### config.mk
export PLATFORM = sky130hd
export DESIGN_NAME = fib_loop_ctrl
export DESIGN_NICKNAME = d
export VERILOG_FILES = /design/src/rtl/fib_loop_ctrl.sv
export SDC_FILE = /design/constraint.sdc
export NUM_CORES = 1
export LEC_CHECK = 0
export CORE_UTILIZATION = 50
export DETAILED_ROUTE_END_ITERATION = 10
export GPL_TIMING_DRIVEN = 0
export PLACE_DENSITY_LB_ADDON = 0.12
export SYNTH_ARGS = -nofsm -noshare
export SYNTH_HDL_FRONTEND = slang
export SYNTH_SLANG_ARGS = --single-unit
### constraint.sdc
create_clock -name clk -period 2.29 [get_ports clk]
set_input_delay 0.458 -clock clk [delete_from_list [all_inputs] [get_ports clk]]
set_output_delay 0.458 -clock clk [all_outputs]
set_load 0.05 [all_outputs]
### src/rtl/fib_loop_ctrl.sv
// Sequencer for the fib-style loop datapath: init pulse, N step enables, done/err report.
// Latency: dp_init 1 cycle after accepted start, first dp_step 2 cycles after, done 1 cycle after last step.
// Backpressure: none; start is only sampled in IDLE, abort/dp_ovf cut a run short.
//
// Ports:
//   clk, rst          clock and synchronous active-high reset
//   start, n_iter     run request and its step count (latched on acceptance)
//   sel_in            external step selector, used when SEL_MODE=0
//   abort             cancels a run in INIT/RUN without a done pulse
//   dp_ovf            datapath overflow, meaningful while dp_step=1
//   dp_init/dp_step   datapath control strobes; dp_sel is the per-step selector
//   i                 steps completed in the current/last run
//   busy/done/err     status: running, completion pulse, last run hit overflow
module fib_loop_ctrl #(
    parameter int WIDTH    = 11,
    parameter int SEL_MODE = 0
) (
    input  logic             clk,
    input  logic             rst,
    input  logic             start,
    input  logic [WIDTH-1:0] n_iter,
    input  logic             sel_in,
    input  logic             abort,
    input  logic             dp_ovf,
    output logic             dp_init,
    output logic             dp_step,
    output logic             dp_sel,
    output logic [WIDTH-1:0] i,
    output logic             busy,
    output logic             done,
    output logic             err
);

    localparam logic [1:0] S_IDLE = 2'd0;
    localparam logic [1:0] S_INIT = 2'd1;
    localparam logic [1:0] S_RUN  = 2'd2;
    localparam logic [1:0] S_DONE = 2'd3;

    localparam logic [WIDTH-1:0] CNT_ONE  = WIDTH'(1);
    localparam logic [WIDTH-1:0] CNT_ZERO = '0;

    logic [1:0]       state;
    logic [WIDTH-1:0] limit;
    logic             toggle;
    logic [WIDTH-1:0] i_nxt;
    logic             sel_src;

    // i only advances in RUN, where it is strictly below limit, so this never wraps.
    assign i_nxt = i + CNT_ONE;

    always_ff @(posedge clk) begin
        if (rst) begin
            state  <= S_IDLE;
            limit  <= CNT_ZERO;
            i      <= CNT_ZERO;
            err    <= 1'b0;
            toggle <= 1'b0;
        end else begin
            case (state)
                S_IDLE: begin
                    if (start) begin
                        limit  <= n_iter;
                        i      <= CNT_ZERO;
                        err    <= 1'b0;
                        toggle <= 1'b0;
                        state  <= S_INIT;
                    end
                end
                S_INIT: begin
                    if (abort) begin
                        state <= S_IDLE;
                    end else if (limit == CNT_ZERO) begin
                        state <= S_DONE;
                    end else begin
                        state <= S_RUN;
                    end
                end
                S_RUN: begin
                    // dp_step is already high this cycle, so the datapath has
                    // updated whatever the exit reason; the step always counts.
                    i      <= i_nxt;
                    toggle <= ~toggle;
                    if (abort) begin
                        state <= S_IDLE;
                    end else if (dp_ovf) begin
                        err   <= 1'b1;
                        state <= S_DONE;
                    end else if (i_nxt == limit) begin
                        state <= S_DONE;
                    end
                end
                S_DONE: begin
                    state <= S_IDLE;
                end
                default: begin
                    state <= S_IDLE;
                end
            endcase
        end
    end

    // Everything is a pure state decode except dp_sel in pass-through mode.
    assign sel_src = (SEL_MODE != 0) ? toggle : sel_in;

    assign dp_init = (state == S_INIT);
    assign dp_step = (state == S_RUN);
    assign dp_sel  = dp_step & sel_src;
    assign busy    = (state == S_INIT) || (state == S_RUN);
    assign done    = (state == S_DONE);

endmodule
# --- Yosys cells after proc, flatten, opt, wreduce, memory -nomap -nowiden ---
# Cells that the tools add are included.
# Widths: inputs -> output; s select.
totals:
  ramBits: 0
  reg_bits: 25
  out_inout_bits: 17
  in_bits: 17
  latchBits: 0
  n_memories: 0
  wordCells: 35
  romBits: 0
op_classes:
  div: 0
  bitwise: 1
  shift: 0
  eq_ne: 8
  n_mux: 13
  n_lt_le_gt_ge: 0
  reduce_logical: 8
  addsub: 1
  multipliers: 0
ops:
  columns: ["op", "count"]
  rows:
  - ["$pmux 11 s2", 1]
  - ["$add 11x1->11 const B", 1]
  - ["$eq 11x11->1", 1]
  - ["$logic_not 11->1", 1]
  - ["$mux 11", 1]
  - ["$mux 2", 5]
  - ["$pmux 2 s4", 1]
  - ["$ne 2x2->1 const B", 3]
  - ["$reduce_and 2->1", 3]
  - ["$eq 2x2->1 const B", 2]
  - ["$mux 1", 4]
  - ["$ne 4x3->1 const B", 1]
  - ["$reduce_and 4->1", 1]
  - ["$eq 2x1->1 const B", 1]
  - ["$logic_not 2->1", 1]
  - ["$pmux 1 s2", 1]
  - ["$reduce_bool 2->1", 1]
  - ["$and 1x1->1", 1]
  - ["$logic_or 1x1->1", 1]

# --- Longest topological paths before layout ---
logic_depth:
  depth_word: 6
  mapped_depth: 8
  ltp_nobuf: 7

# --- Worst setup path after synthesis ---
# OpenSTA, ideal clock, no wires.
synth_path:
  kind: "register to register"
  start: "register i[0]"
  end: "register state[1]"
  slack_ns: -0.162
  setup_time_ns: 0.120
  arrival_time_ns: 2.332
  path_buffers: 1
  t_required_ns: 2.170
  path_stages_with_launch: 9
  period_less_slack_ns: 2.452
  cell_sequence: "dfxtp_1 -> ha_1 -> buf_4 -> nand4_2 -> or4_1 -> a22oi_1 -> and4_1 -> nand4_2 -> o2bb2ai_1"
synth_between:
  elab_chain_cells: 4
synth_rtl:
  columns: ["element", "line", "text"]
  rows:
  - ["start: declaration", "28", "output logic [WIDTH-1:0] i,"]
  - ["start signal: assignment", "81", "i <= i_nxt;"]
  - ["$add 11x1->11", "49", "assign i_nxt = i + CNT_ONE;"]
  - ["$eq 11x11->1", "88", "end else if (i_nxt == limit) begin"]
  - ["$ne 4x3->1 (no line)", null, null]
  - ["$reduce_and 2->1 (no line)", null, null]
  - ["end signal: assignment", "53", "state <= S_IDLE;"]
  - ["end signal: assignment", "87", "state <= S_DONE;"]
  - ["end signal: assignment", "89", "state <= S_DONE;"]
  - ["end: declaration", "42", "logic [1:0] state;"]
# No other way between the ends.
# A chain may end at the register's enable or synchronous reset.

# --- Worst setup path in the final report ---
layout_path:
  start: "register i[1]"
  end: "register state[0]"
# The elaborated chain is that of the path after synthesis.

==> flow_summary_export.csv <==
group,metric,value,unit
sta,tightestPinTransition,0.539,ns
logic_synthesis,avgSynthCellArea,7.63,um2
worst_setup_path,crit_chain,"ha_1 > buf_4 > nand4_2 > or4_1 > a22oi_1 > and4_1 > nand4_2 > a211oi_2",
worst_setup_path,crit_buf_inv,1,
worst_setup_path,cp-end-kind,"flip-flop",
cells_and_area,syn_to_final_growth,27.6,%
sta,layout_min_cycle_time,2.21,ns
cts,max-clock-path-buffers,2,
cells_and_area,diodes,0,
sta,hold_viol,0,
worst_setup_path,crit_slowest_cell,"or4_1",
cells_and_area,final_cell_area,2040,um2
detailed_routing,drtIter0Drc,63,
detailed_routing,dr.pass1.iters,4,
worst_setup_path,worstSetupPathType,"reg -> reg",
run,maxCapViolCount,0,
cts,clkLatencyLatePin,0.33,ns
grt,grt_pass1_vias,1421,
grt,grt_antenna_before_repair,0,
placement,place_congestion,0.880,
worst_setup_path,critPathTopFamily,"simple AND/OR/NAND/NOR gates",
die,pin_count,34,
logic_synthesis,synth_cells,210,
cells_and_area,drive_gt1_frac,0.129,
min_path,min_to,"err",
power_and_ir_drop,power_density,446,nW/um2
worst_setup_path,regToRegStartpoint,"i[1]",
logic_synthesis,synthDistinctLibCells,41,
min_path,whs_path_depth,2,
die,core_region_area,3050,um2
detailed_routing,ant_nets,0,
grt,grt_max_degree,16,
cts,cts_hold_buf,0,
sta,finalWorstSetupSlack,0.0785,ns
die,die_h,58.6,um
min_path,hp-class,"reg -> reg",
detailed_routing,viasPerCell,5.43,
cts,cts_tree,"done",
logic_synthesis,netlist_area,1600,um2
worst_setup_path,crit_fanout,8,
cells_and_area,fin_nets,272,
sta,tns,0,ns
worst_setup_path,r2r_slack,0.08,ns
cts,clockRootBuffer,"clkbuf_4",
cells_and_area,final_core_util,0.669,
grt,grt_util_all_layers,0.244,
worst_setup_path,rr_endpoint,"state[0]",
worst_setup_path,path_common_cell,"nand4_2",
worst_setup_path,cp.required,2.54,ns
sta,slew_headroom,0.640,
cts,htreeDepth,1,
cts,cts.clk_slew.worst_paths,0.15,ns
detailed_routing,drc_errors,0,
sta,skew,0.0122,ns
power_and_ir_drop,p_leak,0.000778,uW
cells_and_area,fill_cells,283,
worst_setup_path,r2r_cells,8,
placement,port_buffers,32,
placement,detailed_place_hpwl,2.82,mm
logic_synthesis,ys_ff_latch,25,
outcome,status,"finished, final reports clean",
detailed_routing,drt-total-wl,3.87,mm
logic_synthesis,synth.yosys.seq_area_share,0.313,
logic_synthesis,ys_warn_count,0,
die,die_x,58.6,um
logic_synthesis,synth_fp_nets,232,
worst_setup_path,startpoint_type,"flip-flop",
worst_setup_path,crit_arrival,2.47,ns
sta,post-route-period-util,0.966,
sta,slew_viol_final,0,
die,dieArea,3430,um2
die,std_cell_rows,20,
cts,cts_sinks,25,
die,initial_core_util,0.525,
grt,grt_first_pass_wirelength,6.40,mm
detailed_routing,wl_per_cell,13.2,um
sta,setup_violations,0,
cts,cts_buffers,3,
placement,dpl_worst_slack,-0.502,ns
placement,post_dp_cell_area,1980,um2
grt,overflow,0,
detailed_routing,dr_total_vias,1592,
min_path,min_from,"err",
power_and_ir_drop,p_total,911,uW
sta,fmax,0.452,GHz
worst_setup_path,critPathMaxStageDelay,0.54,ns
power_and_ir_drop,peakVddDrop,0.000413,V
-- report_power, final --
part	switching, uW	leakage [uW]	internal, uW
Clock	146	0.0000139	66.9
Combinational	134	0.000558	90.0
Sequential	22.1	0.000205	453
Total	302	0.000778	610
-- tightest hold or removal path: cells and delay by family (launching register included) --
family,cells,cell delay [ns]
flops,1,0.34
compound gates,2,0.12
-- layer usage --
metal / track usage / share of wire
met5: 0 / 0
met4: 0.0578 / 0.014
met3: 0.0418 / 0.041
met2: 0.419 / 0.46
met1: 0.318 / 0.49
-- Yosys cell counts, drive strengths merged --
cell type,count,area share
and2,2,0.0078
buf,12,0.050
nand4b,1,0.0055
clkbuf,6,0.014
and4,2,0.011
a2bb2oi,1,0.0055
a21oi,17,0.053
a22oi,9,0.042
a21o,2,0.0094
or4b,1,0.0063
xnor2,7,0.038
or4,2,0.0094
inv,5,0.012
or3,1,0.0039
o21ai,11,0.034
nand3,9,0.031
a32oi,1,0.0055
nand2,34,0.080
dfxtp,25,0.31
xor2,4,0.022
mux2,2,0.014
a211oi,1,0.0078
nor4,2,0.0078
nand2b,3,0.012
a31oi,2,0.0078
nor2b,1,0.0039
nor3,6,0.019
o2bb2ai,1,0.0055
nor2,21,0.049
o31ai,4,0.019
o221ai,2,0.011
mux2i,2,0.013
nor3b,1,0.0047
ha,5,0.039
a2111oi,1,0.0055
nand4,3,0.023
nor4b,1,0.0055
-- cell usage in the layout, fill, tap and decap left out, drive strengths merged, types with 2 or more instances in the layout --
cell type | netlist | routed
ha | 5 | 5
nand2 | 34 | 34
o21ai | 11 | 11
clkdlybuf4s50 | 0 | 29
nand2b | 3 | 3
o31ai | 4 | 4
xnor2 | 7 | 7
o221ai | 2 | 2
and4 | 2 | 2
dfxtp | 25 | 25
nor2 | 21 | 21
nor4 | 2 | 2
mux2 | 2 | 2
buf | 12 | 15
and2 | 2 | 2
nor3 | 6 | 6
xor2 | 4 | 4
a22oi | 9 | 9
a21oi | 17 | 17
nand3 | 9 | 9
nand4 | 3 | 3
inv | 5 | 5
a21o | 2 | 2
mux2i | 2 | 2
a31oi | 2 | 2
or4 | 2 | 2
clkbuf | 6 | 10
-- flip-flops by register name (all words and copies together), names as in the netlist --
register / flops
state: 2
limit: 11
i: 11
err: 1
-- metrics by stage --
step	hold WS, ns	std cells
2_1_floorplan	0.461	210
3_3_place_gp	0.469	286
3_5_place_dp	0.467	286
4_1_cts	0.488	290
5_1_grt	0.504	293
6_report	0.486	293
-- kinds of logic after synthesis --
group                      synth area share
and+or+nand+nor                       0.280
AOI/OAI and AO/OA                     0.206
DFF                                   0.313
buffers and inverters                0.0758
xor gates and xnor gates             0.0602
adders and majority gates            0.0391
muxes                                0.0266
-- worst max-delay path by stage --
stage / start / endpoint / slack (ns) / cells past startpoint
2_1_floorplan: state[0] / dp_sel / 0.03 / 5
3_3_place_gp: state[0] / dp_sel / -0.53 / 6
3_5_place_dp: state[0] / dp_sel / -0.50 / 6
4_1_cts: state[1] / dp_init / 0.02 / 3
5_1_grt: i[1] / state[0] / -0.004 / 8
6_report: i[1] / state[0] / 0.08 / 8
-- timing repair --
item,4_1_cts,5_1_grt
hold endpoints to repair,0,0
setup endpoints to repair,2,4
pin swaps,0,1
gates resized for setup,9,5
buffers inserted,0,3
-- cell type report --
type                    instances  area [um2]  share of cell area
multi-input cells             162         981               0.480
flip-flops and latches         25         509               0.249
repair buffers                 35         342               0.167
plain buffers                  18         108              0.0527
well taps                      44        55.1              0.0269
clock buffers                   3        22.5              0.0110
inverters                       5        18.8             0.00919
clock inverters                 1        7.51             0.00367
No activity file was read; power rests on OpenSTA's default activity.
